## src/rtl/spi_master_top.sv

```systemverilog
// -----------------------------------------------------------------------------
// spi_master_top
//   SPI master for the board-to-board link demo. A debounced press on btn_send
//   sends one 96-bit full-duplex mode-0 frame: {tx_count, TX_FLOAT}, MSB first.
//   The 96 bits shifted in on MISO are published as {i_data, i_float} once the
//   frame completes.
//
// Ports
//   clk          in   system clock
//   btn_reset    in   synchronous active-high reset
//   btn_send     in   asynchronous push-button, active-low
//   SCLK_MASTER  out  SPI clock, idles low
//   SS_N_MASTER  out  slave select, active-low
//   MOSI_MASTER  out  master data out
//   MISO_MASTER  in   slave data in
//   status       out  1 = idle with valid received data
//   i_data       out  integer word from the last completed frame
//   i_float      out  double word from the last completed frame
//
// Optional feature
//   SPI_LOOPBACK_EN : receive path samples the internal MOSI value instead of
//                     the MISO_MASTER pin.
// -----------------------------------------------------------------------------
module spi_master_top #(
  parameter int          CLK_DIV         = 25,
  parameter int          DEBOUNCE_CYCLES = 50000,
  parameter logic [63:0] TX_FLOAT        = 64'h400921FB54442D18
) (
  input  logic        clk,
  input  logic        btn_reset,
  input  logic        btn_send,
  output logic        SCLK_MASTER,
  output logic        SS_N_MASTER,
  output logic        MOSI_MASTER,
  input  logic        MISO_MASTER,
  output logic        status,
  output logic [31:0] i_data,
  output logic [63:0] i_float
);

  localparam int DIV_W = (CLK_DIV > 2) ? $clog2(CLK_DIV) : 1;
  localparam int DB_W  = $clog2(DEBOUNCE_CYCLES + 1);
  localparam logic [DIV_W-1:0] DIV_LAST = DIV_W'(CLK_DIV - 1);
  localparam logic [DB_W-1:0]  DB_LAST  = DB_W'(DEBOUNCE_CYCLES - 1);

  typedef enum logic [1:0] {IDLE, SETUP, SHIFT, HOLD} state_t;

  state_t           state, next_state;
  logic [DIV_W-1:0] div_cnt;
  logic [6:0]       bit_cnt;
  logic [95:0]      tx_sr;
  logic [95:0]      rx_sr;
  logic [31:0]      tx_count;
  logic [31:0]      tx_count_nxt;
  logic             sclk;
  logic             rx_bit;
  logic             div_done;

  // Button conditioning: 2-FF synchronizer then a stability counter.
  // btn_db is the debounced level, 1 = released.
  logic            btn_meta, btn_sync, btn_db;
  logic [DB_W-1:0] db_cnt;
  logic            press_evt;

  // NOTE: sequential state uses non-blocking assignments so every flop samples
  // pre-edge values regardless of the order the blocks are evaluated in.
  always_ff @(posedge clk) begin
    if (btn_reset) begin
      btn_meta <= 1'b1;
      btn_sync <= 1'b1;
      btn_db   <= 1'b1;
      db_cnt   <= '0;
    end else begin
      btn_meta <= btn_send;
      btn_sync <= btn_meta;
      if (btn_sync == btn_db) begin
        db_cnt <= '0;
      end else if (db_cnt == DB_LAST) begin
        btn_db <= btn_sync;
        db_cnt <= '0;
      end else begin
        db_cnt <= db_cnt + 1'b1;
      end
    end
  end

  // Single-cycle pulse on the cycle the debounced level goes released->pressed.
  assign press_evt = btn_db & ~btn_sync & (db_cnt == DB_LAST);

  assign tx_count_nxt = tx_count + 32'd1;
  assign div_done     = (div_cnt == DIV_LAST);

`ifdef SPI_LOOPBACK_EN
  assign rx_bit = tx_sr[95];
`else
  assign rx_bit = MISO_MASTER;
`endif

  always_ff @(posedge clk) begin
    if (btn_reset) state <= IDLE;
    else           state <= next_state;
  end

  // NOTE: next_state gets a default before the case so no path leaves it
  // unassigned, which would otherwise infer a latch.
  always_comb begin
    next_state = state;
    case (state)
      IDLE:  if (press_evt) next_state = SETUP;
      SETUP: if (div_done) next_state = SHIFT;
      // The 96th falling edge is the one taken with bit_cnt already at 95.
      SHIFT: if (div_done && sclk && bit_cnt == 7'd95) next_state = HOLD;
      HOLD:  if (div_done) next_state = IDLE;
      default: next_state = IDLE;
    endcase
  end

  // NOTE: the shift registers are cleared on reset as well; MOSI is taken from
  // tx_sr[95], so a cleared tx_sr is what makes MOSI idle low.
  always_ff @(posedge clk) begin
    if (btn_reset) begin
      div_cnt  <= '0;
      bit_cnt  <= '0;
      tx_sr    <= '0;
      rx_sr    <= '0;
      tx_count <= '0;
      sclk     <= 1'b0;
      SS_N_MASTER <= 1'b1;
      status   <= 1'b0;
      i_data   <= '0;
      i_float  <= '0;
    end else begin
      if (state == IDLE || div_done) div_cnt <= '0;
      else                           div_cnt <= div_cnt + 1'b1;

      case (state)
        IDLE: begin
          if (press_evt) begin
            tx_count    <= tx_count_nxt;
            tx_sr       <= {tx_count_nxt, TX_FLOAT};
            bit_cnt     <= '0;
            SS_N_MASTER <= 1'b0;
            status      <= 1'b0;
          end
        end
        SHIFT: begin
          if (div_done) begin
            sclk <= ~sclk;
            if (!sclk) begin
              rx_sr <= {rx_sr[94:0], rx_bit};
            end else begin
              bit_cnt <= bit_cnt + 7'd1;
              // No shift after the last rising edge: MOSI stays on bit 0
              // until the frame closes.
              if (bit_cnt != 7'd95) tx_sr <= {tx_sr[94:0], 1'b0};
            end
          end
        end
        HOLD: begin
          if (div_done) begin
            SS_N_MASTER <= 1'b1;
            i_data      <= rx_sr[95:64];
            i_float     <= rx_sr[63:0];
            status      <= 1'b1;
            tx_sr       <= '0;
          end
        end
        default: ;
      endcase
    end
  end

  assign SCLK_MASTER = sclk;
  assign MOSI_MASTER = tx_sr[95];

endmodule

```

## config.mk

```make
export PLATFORM = sky130hd
export DESIGN_NAME = spi_master_top
export DESIGN_NICKNAME = d
export VERILOG_FILES = /design/src/rtl/spi_master_top.sv
export SDC_FILE = /design/constraint.sdc
export NUM_CORES = 1
export LEC_CHECK = 0
export BUFFER_PORTS_ARGS = -buffer_cell sky130_fd_sc_hd__buf_2
export CORE_ASPECT_RATIO = 0.75
export CORE_MARGIN = 2
export CORE_UTILIZATION = 55
export DETAILED_ROUTE_END_ITERATION = 6
export MAX_ROUTING_LAYER = met4
export PLACE_DENSITY = 0.74
export SLEW_MARGIN = 40
export SYNTH_ARGS = -nofsm -noshare
export SYNTH_HDL_FRONTEND = slang
export SYNTH_SLANG_ARGS = --single-unit
```

## constraint.sdc

```tcl
create_clock -name clk -period 7.5 [get_ports clk]
set_input_delay 0.75 -clock clk [delete_from_list [all_inputs] [get_ports clk]]
set_output_delay 0.75 -clock clk [all_outputs]
set_load 0.01 [all_outputs]
```

* Word-level counts from Yosys, hierarchy flattened *
Index checks and enable logic that the tools add are counted.

word-level totals
  flip-flop bits (word level) = 356
  output and inout port bits = 100

cells by class
  add/subtract/negate cells = 4
  eq/ne operators = 15
  muxes and demuxes = 18
  bitwise gates (word level) = 5
  reductions and logical operators = 18

operators with widths
  operator               number
  $mux 96                5
  $pmux 96 s3            1
  $add 32x1->32 const B  1
  $mux 7                 3
  $add 16x1->16 const B  1
  $eq 16x16->1 const B   1
  $ne 2x2->1 const B     7
  $pmux 7 s2             1
  $mux 2                 4
  $pmux 2 s4             1
  $reduce_and 2->1       4
  $reduce_and 4->1       2
  $add 7x1->7 const B    1
  $eq 7x7->1 const B     1
  $ne 7x7->1 const B     1
  $reduce_and 3->1       2
  $reduce_and 6->1       1
  $add 5x1->5 const B    1
  $eq 5x5->1 const B     1
  $eq 2x2->1 const B     2
  $reduce_bool 2->1      2
  $not 1->1              3
  $reduce_bool 3->1      1
  $reduce_or 3->1        1
  9 further kinds        12

* Longest topological paths before layout *
Gate-level depths: netlist of the first run.

  depth in word-level cells = 5
  mapped depth = 11
  gate-level depth less buffers = 7

* Worst setup path after synthesis of the first run *
No wires, ideal clock.

  path kind = register to register
  start point = register db_cnt[13]
  end point = register tx_count[23]
  library setup time = 121 ps
  arrival = 2507 ps
  required time = 7379 ps
  slack = 4872 ps
  cell stages (with the launch flop) = 7
  buffers on the path = 1
  path through = dfxtp_1 > or4_1 > or4_1 > buf_2 > nor4_1 > and3_1 > mux2_2

between the ends
  cells in the longest elaborated chain, start to end = 3

RTL lines
  item                        line  source
  from (decl)                 62    logic [DB_W-1:0] db_cnt;
  from (signal assigned)      82    db_cnt <= db_cnt + 1'b1;
  $eq 16x16->1                88    assign press_evt = btn_db & ~btn_sync & (db_cnt == DB_LAST);
  $and 1x1->1                 88
  $reduce_and 2->1 (no line)  -
  to (signal assigned)        139   tx_count <= tx_count_nxt;
  to (decl)                   53    logic [31:0] tx_count;

Every way passes these cells.
A chain may end at the register's enable or synchronous reset.

* Worst setup path in the final report of the first run *
  start point = register db_cnt[13]
  end point = register tx_count[26]

Same word-level chain as after synthesis.

==> results of run 1 <==
synthesized netlist by cell type, types with 9 or more instances:
master	count
xnor2_1	30
dfxtp_1	353
inv_1	13
a311oi_1	10
a22oi_1	15
or3_1	17
and4_1	9
xor2_1	15
clkbuf_1	130
o21ai_0	60
nor2_1	60
buf_1	12
nand3_1	65
a211oi_1	46
ha_1	11
a21oi_1	333
nand2_1	433
nand4_1	15
nor4_1	15
nor3_1	24
flip-flops by register name, summed over array words and instances (netlist names), 2 cells and up:
name / count
db_cnt: 16
div_cnt: 5
tx_sr: 93
state: 2
i_float: 64
rx_sr: 96
i_data: 32
bit_cnt: 7
tx_count: 32
final timing paths:
| kind | endpoint | depth (start not counted) |
|---|---|---|
| worst min register to register | i_float[16] | 2 |
| worst max-delay path | tx_count[26] | 5 |
| worst min-delay path | btn_meta | 2 |
| worst max register to register | tx_count[26] | 5 |
final cells by class:
type / count / area [µm²] / share of cell area
multi-input combinational: 1248 / 6480 / 0.404
tap: 338 / 423 / 0.0264
clock inverter: 18 / 283 / 0.0176
inverter: 13 / 48.8 / 0.00304
sequential: 353 / 7070 / 0.440
clock buffer: 44 / 950 / 0.0592
timing repair buffer: 122 / 793 / 0.0494
cells by family after synthesis:
group / synth area share
simple gates: 0.211
compound gates: 0.202
flops: 0.500
buf+inv: 0.0448
xor+xnor: 0.0279
fa+ha+maj: 0.00974
mux: 0.00381
metal layers:
| layer | up-vias | share of wire |
|---|---|---|
| li1 | 6100 | - |
| met1 | 5793 | 0.47 |
| met2 | 352 | 0.44 |
| met3 | 54 | 0.066 |
| met4 | 0 | 0.017 |
| met5 | - | 0 |
critical path: stages, from the launching register on:
cell,delay (ns)
dfxtp_1,0.33
or4_1,0.56
or4_1,0.93
or4_4,0.76
or3_1,0.39
a21oi_1,0.14
through the flow:
step	cells	hold slack, ns
floorplan	1765	0.389
global placement	2068	0.427
detailed placement	2073	0.445
CTS	2135	0.398
global route	2136	0.406
finish	2136	0.413
power by group:
group          internal (mW)  switching, mW  total (mW)
Sequential              2.04         0.0898        2.13
Combinational          0.247          0.470       0.717
Clock                   1.12          0.748        1.87
Total                   3.40           1.31        4.71
==> reports/results.tsv, run 1 <==
stage	metric	value	unit
timing	FMAX	314	MHz
place	Port Buffer Count	103	
detailed_routing	TritonRoute pass-1 iters	5	
detailed_routing	Antenna Nets Post-Route	0	
synthesis	dominant cells by area after synthesis	dfxtp_1, a21oi_1, nand2_1	
layout	design area	16000	µm²
cts	Resize count post-CTS	0	
grt	met2 GRT Util	0.361	
layout	share of layout cells above drive strength 1	0.113	
synthesis	Netlist Area Pre-Place	14100	µm²
power	Pwr Total	4.71	mW
layout	P&R area growth vs syn	13.6	%
power	Power per Cell Area	294	nW/µm²
timing	setup TNS	0	ns
layout	antenna diode count	0	
cts	CTS H-Tree Depth	2	
flow_run	max-cap violation count	0	
grt	GRT busiest layer	met2	
layout	fin nets	1788	
hold_path	hold path start	btn_send	
floorplan	die width	189	µm
critical_path	r2r setup slk	4.31	ns
cts	Setup Buffers After CTS	0	
place	placed inst area	14800	µm²
synthesis	Avg Cell Area, Syn	8.01	µm²
layout	commonest non-fill, non-tap cell in the layout	nand2_1	
cts	CTS clk-pin slew, worst paths	0.06	ns
detailed_routing	DRC violations left	0	
cts	hold_buf cts	0	
synthesis	number of synthesized flops with an enable pin	0	
critical_path	CP Launch Type	flop	
critical_path	worst-path fanout max	21	
power	VDD IR max	0.201	mV
critical_path	Crit path arrival time	3.63	ns
timing	crit share post-route	0.425	
layout	final core utilization	0.640	
floorplan	Boundary Pins	104	
detailed_routing	drt wl/cell	15.2	µm
cts	clock sinks	353	
synthesis	Syn Nets	1780	
layout	filler cell count	2137	
place	Setup WS pre-CTS	4.37	ns
synthesis	Synth area leader	dfxtp_1	
grt	GR Util met1	0.345	
cts	clock tree buffer depth	3	
grt	first-pass GRT wire length	54300	µm
synthesis	main flop type after synthesis	dfxtp_1	
synthesis	Syn. warnings	0	
grt	Global Route met3 Usage	0.0433	
cts	CTS tree	built	
hold_path	Worst Hold Class	in2reg	
grt	GR Overflow Total	0	
critical_path	worst setup path start	db_cnt[13]	
power	LEAKAGE	5.38	nW
timing	Setup WS post-layout	4.31	ns
synthesis	Async S/R FF share, synth	0	
synthesis	sequential area share after synthesis	0.500	
critical_path	Crit Path Class	reg2reg	
grt	vias in the first global route	11200	
timing	Layout Skew	0.0131	ns
synthesis	Mapped Cells	1765	
outcome	status	finished, final reports clean	
cts	Clock Latency Late Sink	0.52	ns
floorplan	die height	143	µm
place	Final Wtd Congestion	0.855	
cts	CTS Buf Count	35	
floorplan	Initial Util	0.563	
detailed_routing	1st-iter DRT viols	1093	
timing	Tightest Pin Transition	0.825	ns
synthesis	flops & latches, synth	353	
timing	min cycle time layout	3.19	ns
timing	unrepaired setup endpoints after global routing	no	
timing	Max-Slew Margin vs Limit	0.450	
grt	initial antenna violation count	0	
critical_path	critical path endpoint category	flop	
timing	Setup-failing EPs final	0	
timing	count of final max-slew check failures	0	
detailed_routing	Via density	5.76	
floorplan	core box area	25100	µm²
grt	total track usage	0.243	
cts	CTS Root Cell	clkbuf_16	
timing	Final Hold Fails	0	
detailed_routing	vias	12300	
layout	commonest cells after routing, fill and taps aside	nand2_1, dfxtp_1, a21oi_1	
place	Final HPWL DP	19100	µm
critical_path	worst flop-to-flop path startpoint	db_cnt[13]	
critical_path	WP data required	7.94	ns
floorplan	DIE AREA	27000	µm²
grt	largest net degree at the start of global routing	185	
floorplan	Site Rows	50	
detailed_routing	final WL	32500	µm
synthesis	Yosys top cell area share	0.500	
synthesis	Netlist cell types	59	
Power figures use the tool's default switching activity.
==> run 2: changes to the inputs <==
--- a/config.mk
+++ b/config.mk
@@ -5,6 +5,7 @@
 export SDC_FILE = /design/constraint.sdc
 export NUM_CORES = 1
 export LEC_CHECK = 0
+export ABC_AREA = 1
 export BUFFER_PORTS_ARGS = -buffer_cell sky130_fd_sc_hd__buf_2
 export CORE_ASPECT_RATIO = 0.75
 export CORE_MARGIN = 2
==> constraint.sdc (replaced) <==
create_clock -name clk -period 3 [get_ports clk]
set_input_delay 0.3 -clock clk [delete_from_list [all_inputs] [get_ports clk]]
set_output_delay 0.3 -clock clk [all_outputs]
set_load 0.01 [all_outputs]
==> run 2 against run 1 <==
Worst setup slack lost 3.8 ns. Utilization fell by 0.75 points. Die area increased by 4.5%. Register-to-register slack lost 3.8 ns. Design area up 3.1%. Maximum frequency up 27%. Critical path type unchanged. Critical endpoint is now tx_sr[29]. Largest power group unchanged.
==> reports/results.tsv, run 2 <==
stage	metric	value	unit	change
power	Pwr Total	9.02	mW	was 4.71 mW
synthesis	main flop type after synthesis	dfxtp_1		unchanged
cts	CTS tree	built		unchanged
synthesis	Avg Cell Area, Syn	7.10	µm²	was 8.01 µm²
critical_path	Crit path arrival time	2.95	ns	was 3.63 ns
detailed_routing	drt wl/cell	12.8	µm	was 15.2 µm
hold_path	hold path start	MISO_MASTER		was btn_send
timing	setup TNS	0	ns	unchanged
synthesis	Yosys top cell area share	0.478		was 0.500
place	Port Buffer Count	103		unchanged
detailed_routing	1st-iter DRT viols	904		was 1093
hold_path	Hold Path End	rx_sr[0]		was btn_meta
synthesis	dominant cells by area after synthesis	dfxtp_1, nand2_1, o21ai_0		was dfxtp_1, a21oi_1, nand2_1
hold_path	Worst Hold Class	in2reg		unchanged
grt	GR Overflow Total	0		unchanged
cts	Resize count post-CTS	0		unchanged
synthesis	sequential area share after synthesis	0.478		was 0.500
timing	count of final max-slew check failures	0		unchanged
critical_path	Crit Path Class	reg2reg		unchanged
grt	initial antenna violation count	0		unchanged
layout	filler cell count	2346		was 2137
critical_path	critical path endpoint category	flop		unchanged
critical_path	Critical Path Slowest Stage Cell	nand3_4		was or4_1
floorplan	die height	146	µm	was 143 µm
power	Power per Cell Area	545	nW/µm²	was 294 nW/µm²
layout	Reg area	7070	µm²	unchanged
place	Final HPWL DP	19900	µm	was 19100 µm
floorplan	Initial Util	0.565		was 0.563
cts	CTS Buf Count	34		was 35
timing	FMAX	398	MHz	was 314 MHz
timing	min cycle time layout	2.51	ns	was 3.19 ns
floorplan	core box area	26200	µm²	was 25100 µm²
cts	CTS Root Cell	clkbuf_16		unchanged
layout	share of layout cells above drive strength 1	0.102		was 0.113
floorplan	die width	193	µm	was 189 µm
critical_path	WP data required	3.44	ns	was 7.94 ns
synthesis	Netlist Area Pre-Place	14800	µm²	was 14100 µm²
layout	P&R area growth vs syn	11.9	%	was 13.6%
critical_path	reg-to-reg endpoint	tx_sr[29]		was tx_count[26]
layout	biggest regs	rx_sr x96, tx_sr x93, i_float x64		unchanged
detailed_routing	Antenna Nets Post-Route	0		unchanged
layout	Largest register FFs	96		unchanged
layout	commonest non-fill, non-tap cell in the layout	nand2_1		unchanged
detailed_routing	Via density	5.08		was 5.76
layout	commonest cells after routing, fill and taps aside	nand2_1, dfxtp_1, inv_1		was nand2_1, dfxtp_1, a21oi_1
synthesis	Mapped Cells	2082		was 1765
flow_run	max-cap violation count	0		unchanged
power	VDD IR max	0.729	mV	was 0.201 mV
cts	clock tree buffer depth	3		unchanged
critical_path	worst flop-to-flop path startpoint	state[0]		was db_cnt[13]
synthesis	Synth area leader	dfxtp_1		unchanged
synthesis	Netlist cell types	32		was 59
critical_path	reg2reg path depth	9		was 5
timing	Layout Skew	0.0211	ns	was 0.0131 ns
critical_path	Slowest Stage Delay on Critical Path	0.42	ns	was 0.93 ns
place	Final Wtd Congestion	0.876		was 0.855
hold_path	WHS Path Cells	3		was 2
layout	antenna diode count	0		unchanged
layout	Top reg by flops	rx_sr		unchanged
timing	Tightest Pin Transition	0.725	ns	was 0.825 ns
floorplan	Site Rows	51		was 50
synthesis	flops & latches, synth	353		unchanged
detailed_routing	final WL	31800	µm	was 32500 µm
detailed_routing	vias	12600		was 12300
floorplan	DIE AREA	28200	µm²	was 27000 µm²
timing	Final Hold Fails	0		unchanged
cts	Clock Latency Late Sink	0.52	ns	about the same
synthesis	Syn. warnings	0		unchanged
critical_path	most numerous cell on the critical path	inv_1		was or4_1
cts	CTS H-Tree Depth	2		unchanged
synthesis	most numerous cell in the Yosys netlist	nand2_1		unchanged
timing	crit share post-route	0.837		was 0.425
timing	Setup-failing EPs final	0		unchanged
critical_path	CP Launch Type	flop		unchanged
timing	Max-Slew Margin vs Limit	0.516		was 0.450
detailed_routing	TritonRoute pass-1 iters	5		unchanged
detailed_routing	DRC violations left	0		unchanged
synthesis	Async S/R FF share, synth	0		unchanged
critical_path	worst-path fanout max	63		was 21
layout	footprint of the multi-input gates	6150	µm²	was 6480 µm²
grt	first-pass GRT wire length	53500	µm	was 54300 µm
synthesis	number of synthesized flops with an enable pin	0		unchanged
cts	clock sinks	353		unchanged
critical_path	r2r setup slk	0.49	ns	was 4.31 ns
grt	largest net degree at the start of global routing	188		was 185
grt	vias in the first global route	11200		about the same
grt	total track usage	0.225		was 0.243
timing	unrepaired setup endpoints after global routing	no		unchanged
layout	fin nets	2130		was 1788
cts	CTS clk-pin slew, worst paths	0.06	ns	about the same
critical_path	worst path cell trace	inv_1 > ha_1 > or2_2 > nand2_2 > nand3_4 > buf_12 > nand2_1 > inv_1 > nor2_1		was or4_1 > or4_1 > or4_4 > or3_1 > a21oi_1
power	LEAKAGE	7.00	nW	was 5.38 nW
outcome	status	finished, final reports clean		unchanged
floorplan	Boundary Pins	104		unchanged
synthesis	Syn Nets	2097		was 1780
synthesis	Post-synth top cells	nand2_1, dfxtp_1, inv_1, nor2_1, o21ai_0		was nand2_1, dfxtp_1, a21oi_1, clkbuf_1, nand3_1
[run 2: through the flow]
step	util	instances	area, µm²	hold WS [ns]	setup slack [ns]
floorplan	-	2082	14800	0.389	1.15
global placement	0.590	2422	15400	0.414	0.656
detailed placement	0.590	2422	15400	0.403	0.609
CTS	0.632	2482	16500	0.0876	0.519
global route	0.632	2482	16500	0.149	0.279
finish	0.632	2482	16500	0.111	0.489
[run 2: how the worst max path moves through the flow]
stage | start | endpoint | cells past startpoint | slack, ns
floorplan | state[0] | tx_sr[82] | 10 | 1.15
global placement | db_cnt[0] | bit_cnt[1] | 13 | 0.66
detailed placement | state[0] | tx_sr[17] | 9 | 0.61
CTS | state[0] | tx_sr[29] | 9 | 0.52
global route | db_cnt[0] | tx_sr[29] | 12 | 0.28
finish | state[0] | tx_sr[29] | 9 | 0.49
[run 2: layer usage]
layer,routed length (µm),global-route usage,vias to the layer above
met5,0,-,-
met2,14100,0.342,228
met1,15600,0.314,5674
met3,1630,0.0401,46
met4,471,0.0466,0
li1,-,-,6663
[run 2: worst max-delay path: cells and delay by family (launching register included)]
family                     cells  cell delay, ns
adders and majority gates      1            0.34
and+or+nand+nor                5            1.05
DFF                            1            0.40
buffers and inverters          3            0.60
[run 2: cell type report]
cell class / instances / share of cell area
clock buffers: 46 / 0.0578
clock inverters: 13 / 0.00809
inverters: 276 / 0.0631
multi-input cells: 1325 / 0.372
flip-flops and latches: 353 / 0.427
well taps: 344 / 0.0260
repair buffers: 125 / 0.0458
[run 2: kinds of logic (layout without fill, tap and decap cells)]
family                     count (synthesis)  in the layout  share of synthesized area
AOI/OAI and AO/OA                        525            525                      0.184
buffers and inverters                    404            460                      0.108
DFF                                      353            353                      0.478
xor gates and xnor gates                  14             14                    0.00829
adders and majority gates                 11             11                    0.00931
and+or+nand+nor                          775            775                      0.212
[run 2: repair_timing]
action / in CTS / in global routing
setup buffers: 0 / 0
endpoints found under the hold margin: 1 / 0
hold buffers: 1 / 0
[run 2: power breakdown]
| part | internal [mW] | switching (mW) | total (mW) |
|---|---|---|---|
| clock network | 2.42 | 1.79 | 4.21 |
| logic | 0.0301 | 0.0904 | 0.121 |
| registers | 4.69 | 0.000612 | 4.69 |
==> run 3: changes to the inputs <==
--- a/config.mk
+++ b/config.mk
@@ -5,14 +5,14 @@
 export SDC_FILE = /design/constraint.sdc
 export NUM_CORES = 1
 export LEC_CHECK = 0
-export ABC_AREA = 1
+export ABC_AREA = 0
 export BUFFER_PORTS_ARGS = -buffer_cell sky130_fd_sc_hd__buf_2
 export CORE_ASPECT_RATIO = 0.75
 export CORE_MARGIN = 2
-export CORE_UTILIZATION = 55
+export CORE_UTILIZATION = 54
 export DETAILED_ROUTE_END_ITERATION = 6
 export MAX_ROUTING_LAYER = met4
-export PLACE_DENSITY = 0.74
+export PLACE_DENSITY = 0.76
 export SLEW_MARGIN = 40
 export SYNTH_ARGS = -nofsm -noshare
 export SYNTH_HDL_FRONTEND = slang
==> constraint.sdc (replaced) <==
create_clock -name clk -period 2.31 [get_ports clk]
set_input_delay 0.231 -clock clk [delete_from_list [all_inputs] [get_ports clk]]
set_output_delay 0.231 -clock clk [all_outputs]
set_load 0.01 [all_outputs]
==> run 3 against run 2 <==
The run now ends with negative setup slack left. Worst setup slack got worse by 0.71 ns. First-iteration DRC count increased by 63%. Sequential power increased by 49%. Critical path depth decreased by 4. Largest cell class is now multi-input combinational cells.
==> reports/results.tsv, run 3 (synthesis results as in run 1) <==
stage	metric	value	unit	change
grt	total track usage	0.278		was 0.225
grt	first-pass GRT wire length	61500	µm	was 53500 µm
power	LEAKAGE	6.32	nW	was 7.00 nW
layout	P&R area growth vs syn	28.3	%	was 11.9%
critical_path	r2r setup slk	-0.22	ns	was 0.49 ns
timing	Layout Skew	0.0220	ns	was 0.0211 ns
cts	CTS Buf Count	35		was 34
layout	final non-filler cell total	2250		was 2482
power	Power per Cell Area	966	nW/µm²	was 545 nW/µm²
critical_path	worst setup path endpoint	tx_count[24]		was tx_sr[29]
layout	share of layout cells above drive strength 1	0.235		was 0.102
critical_path	worst flop-to-flop path startpoint	db_cnt[4]		was state[0]
cts	Clock Latency Late Sink	0.53	ns	was 0.52 ns
outcome	failing checks	negative setup slack		
critical_path	Critical Path Slowest Stage Cell	or4_4		was nand3_4
timing	count of final max-slew check failures	0		unchanged
power	clock network power share	0.314		was 0.467
flow_run	max-cap violation count	0		unchanged
place	Final Wtd Congestion	0.914		was 0.876
critical_path	Crit Path Class	reg2reg		unchanged
detailed_routing	vias	13600		was 12600
layout	footprint of the multi-input gates	7350	µm²	was 6150 µm²
layout	Largest register FFs	96		unchanged
grt	initial antenna violation count	0		unchanged
cts	clock tree buffer depth	3		unchanged
layout	fin nets	1899		was 2130
place	Port Buffer Count	103		unchanged
outcome	status	finished with violations		was finished, final reports clean
grt	largest net degree at the start of global routing	98		was 188
layout	Reg area	7070	µm²	about the same
cts	CTS clk-pin slew, worst paths	0.06	ns	about the same
timing	Setup-failing EPs final	122		was 0
layout	commonest cells after routing, fill and taps aside	nand2_1, dfxtp_1, a21oi_1		was nand2_1, dfxtp_1, inv_1
cts	CTS H-Tree Depth	2		unchanged
power	Gate power share	0.287		was 0.013
cts	clock sinks	353		unchanged
critical_path	reg-to-reg endpoint	tx_count[24]		was tx_sr[29]
floorplan	Initial Util	0.547		was 0.565
power	P_sw	5.56	mW	was 1.88 mW
layout	commonest non-fill, non-tap cell in the layout	nand2_1		unchanged
floorplan	core box area	25800	µm²	was 26200 µm²
detailed_routing	TritonRoute pass-1 iters	6		was 5
timing	Final Hold Fails	0		unchanged
place	Final HPWL DP	20800	µm	was 19900 µm
cts	CTS tree	built		unchanged
power	VDD IR max	0.793	mV	was 0.729 mV
timing	Max-Slew Margin vs Limit	0.515		was 0.516
floorplan	die width	191	µm	was 193 µm
detailed_routing	Via density	6.05		was 5.08
layout	biggest regs	rx_sr x96, tx_sr x93, i_float x64		unchanged
floorplan	Site Rows	51		unchanged
power	Pwr Total	17.5	mW	was 9.02 mW
critical_path	most numerous cell on the critical path	or4_4		was inv_1
floorplan	DIE AREA	27500	µm²	was 28200 µm²
critical_path	critical path endpoint category	flop		unchanged
hold_path	Worst Hold Class	in2reg		unchanged
floorplan	Boundary Pins	104		unchanged
layout	antenna diode count	0		unchanged
timing	min cycle time layout	2.53	ns	was 2.51 ns
grt	GR Overflow Total	0		unchanged
power	Internal Power	12.0	mW	was 7.14 mW
place	Cells after DPL	2147		was 2422
timing	Tightest Pin Transition	0.727	ns	was 0.725 ns
detailed_routing	final WL	40400	µm	was 31800 µm
critical_path	Slowest Stage Delay on Critical Path	0.64	ns	was 0.42 ns
layout	Top reg by flops	rx_sr		unchanged
critical_path	worst setup path start	db_cnt[4]		was state[0]
grt	vias in the first global route	12300		was 11200
timing	crit share post-route	1.10		was 0.837
power	Seq pwr share	0.400		was 0.520
critical_path	worst-path fanout max	6		was 63
floorplan	die height	144	µm	was 146 µm
critical_path	CP Launch Type	flop		unchanged
detailed_routing	1st-iter DRT viols	1469		was 904
critical_path	Crit path arrival time	2.98	ns	was 2.95 ns
cts	CTS Root Cell	clkbuf_16		unchanged
timing	Setup WS post-layout	-0.221	ns	was 0.489 ns
timing	FMAX	395	MHz	was 398 MHz
timing	unrepaired setup endpoints after global routing	yes		was no
layout	filler cell count	1952		was 2346
critical_path	WP data required	2.76	ns	was 3.44 ns
critical_path	reg2reg path depth	5		was 9
detailed_routing	drt wl/cell	18.0	µm	was 12.8 µm
critical_path	worst path cell trace	or4bb_1 > or4_4 > or4_4 > or3_1 > a21oi_2		was inv_1 > ha_1 > or2_2 > nand2_2 > nand3_4 > buf_12 > nand2_1 > inv_1 > nor2_1
power	Sw Share	0.317		was 0.208
detailed_routing	Antenna Nets Post-Route	0		unchanged
detailed_routing	DRC violations left	0		unchanged
-- run 3: critical path: cells and delay by family, from the launching register on --
family / cells / cell delay (ns)
AOI/OAI and AO/OA: 1 / 0.11
DFF: 1 / 0.31
and+or+nand+nor: 4 / 2.04
-- run 3: power groups by stage --
stage               clock network, mW  logic, mW  registers, mW
floorplan                           0       1.77           6.95
global placement                    0       2.37           7.01
detailed placement                  0       2.46           7.02
CTS                              5.51       4.65           6.91
global route                     5.80       5.19           7.02
finish                           5.50       5.02           7.00
-- run 3: layout make-up --
| class | count | area share |
|---|---|---|
| multi-input cells | 1249 | 0.406 |
| flip-flops and latches | 353 | 0.390 |
| repair buffers | 232 | 0.118 |
| clock buffers | 51 | 0.0556 |
| well taps | 344 | 0.0238 |
| clock inverters | 8 | 0.00442 |
| inverters | 13 | 0.00269 |
-- run 3: worst min path at each step --
stage               from      endpoint  slack (ns)  cells past startpoint
2_1_floorplan   btn_send      btn_meta        0.33                      1
3_3_place_gp    btn_meta      btn_sync        0.40                      1
3_5_place_dp    btn_meta      btn_sync        0.41                      1
4_1_cts        btn_reset   tx_count[9]        0.16                      2
5_1_grt        btn_reset  tx_count[18]        0.19                      2
6_report       btn_reset    i_data[17]        0.13                      2
-- run 3: what timing repair did --
action,CTS,global route
hold buffers,2,0
setup endpoints to repair,126,130
gates cloned,18,6
pin swaps,25,95
gates resized for setup,139,130
hold endpoints to repair,2,0
setup buffers,21,12
-- run 3: metrics by stage --
stage | utilization | setup TNS (ns) | worst slack [ns] | hold slack [ns] | cell area (µm²)
2_1_floorplan | - | -3.27 | -0.0997 | 0.335 | 14300
3_3_place_gp | 0.599 | -6.41 | -0.172 | 0.405 | 15500
3_5_place_dp | 0.599 | -12.42 | -0.192 | 0.411 | 15500
4_1_cts | 0.682 | -9.27 | -0.161 | 0.158 | 17600
5_1_grt | 0.701 | -16.44 | -0.255 | 0.186 | 18100
6_report | 0.701 | -9.42 | -0.221 | 0.131 | 18100
-- run 3: metal layers --
metal | up-vias | GRT usage | part of all wire
li1 | 6341 | - | -
met1 | 6529 | 0.370 | 0.43
met2 | 608 | 0.432 | 0.47
met3 | 126 | 0.0495 | 0.080
met4 | 0 | 0.0853 | 0.024
met5 | - | - | 0
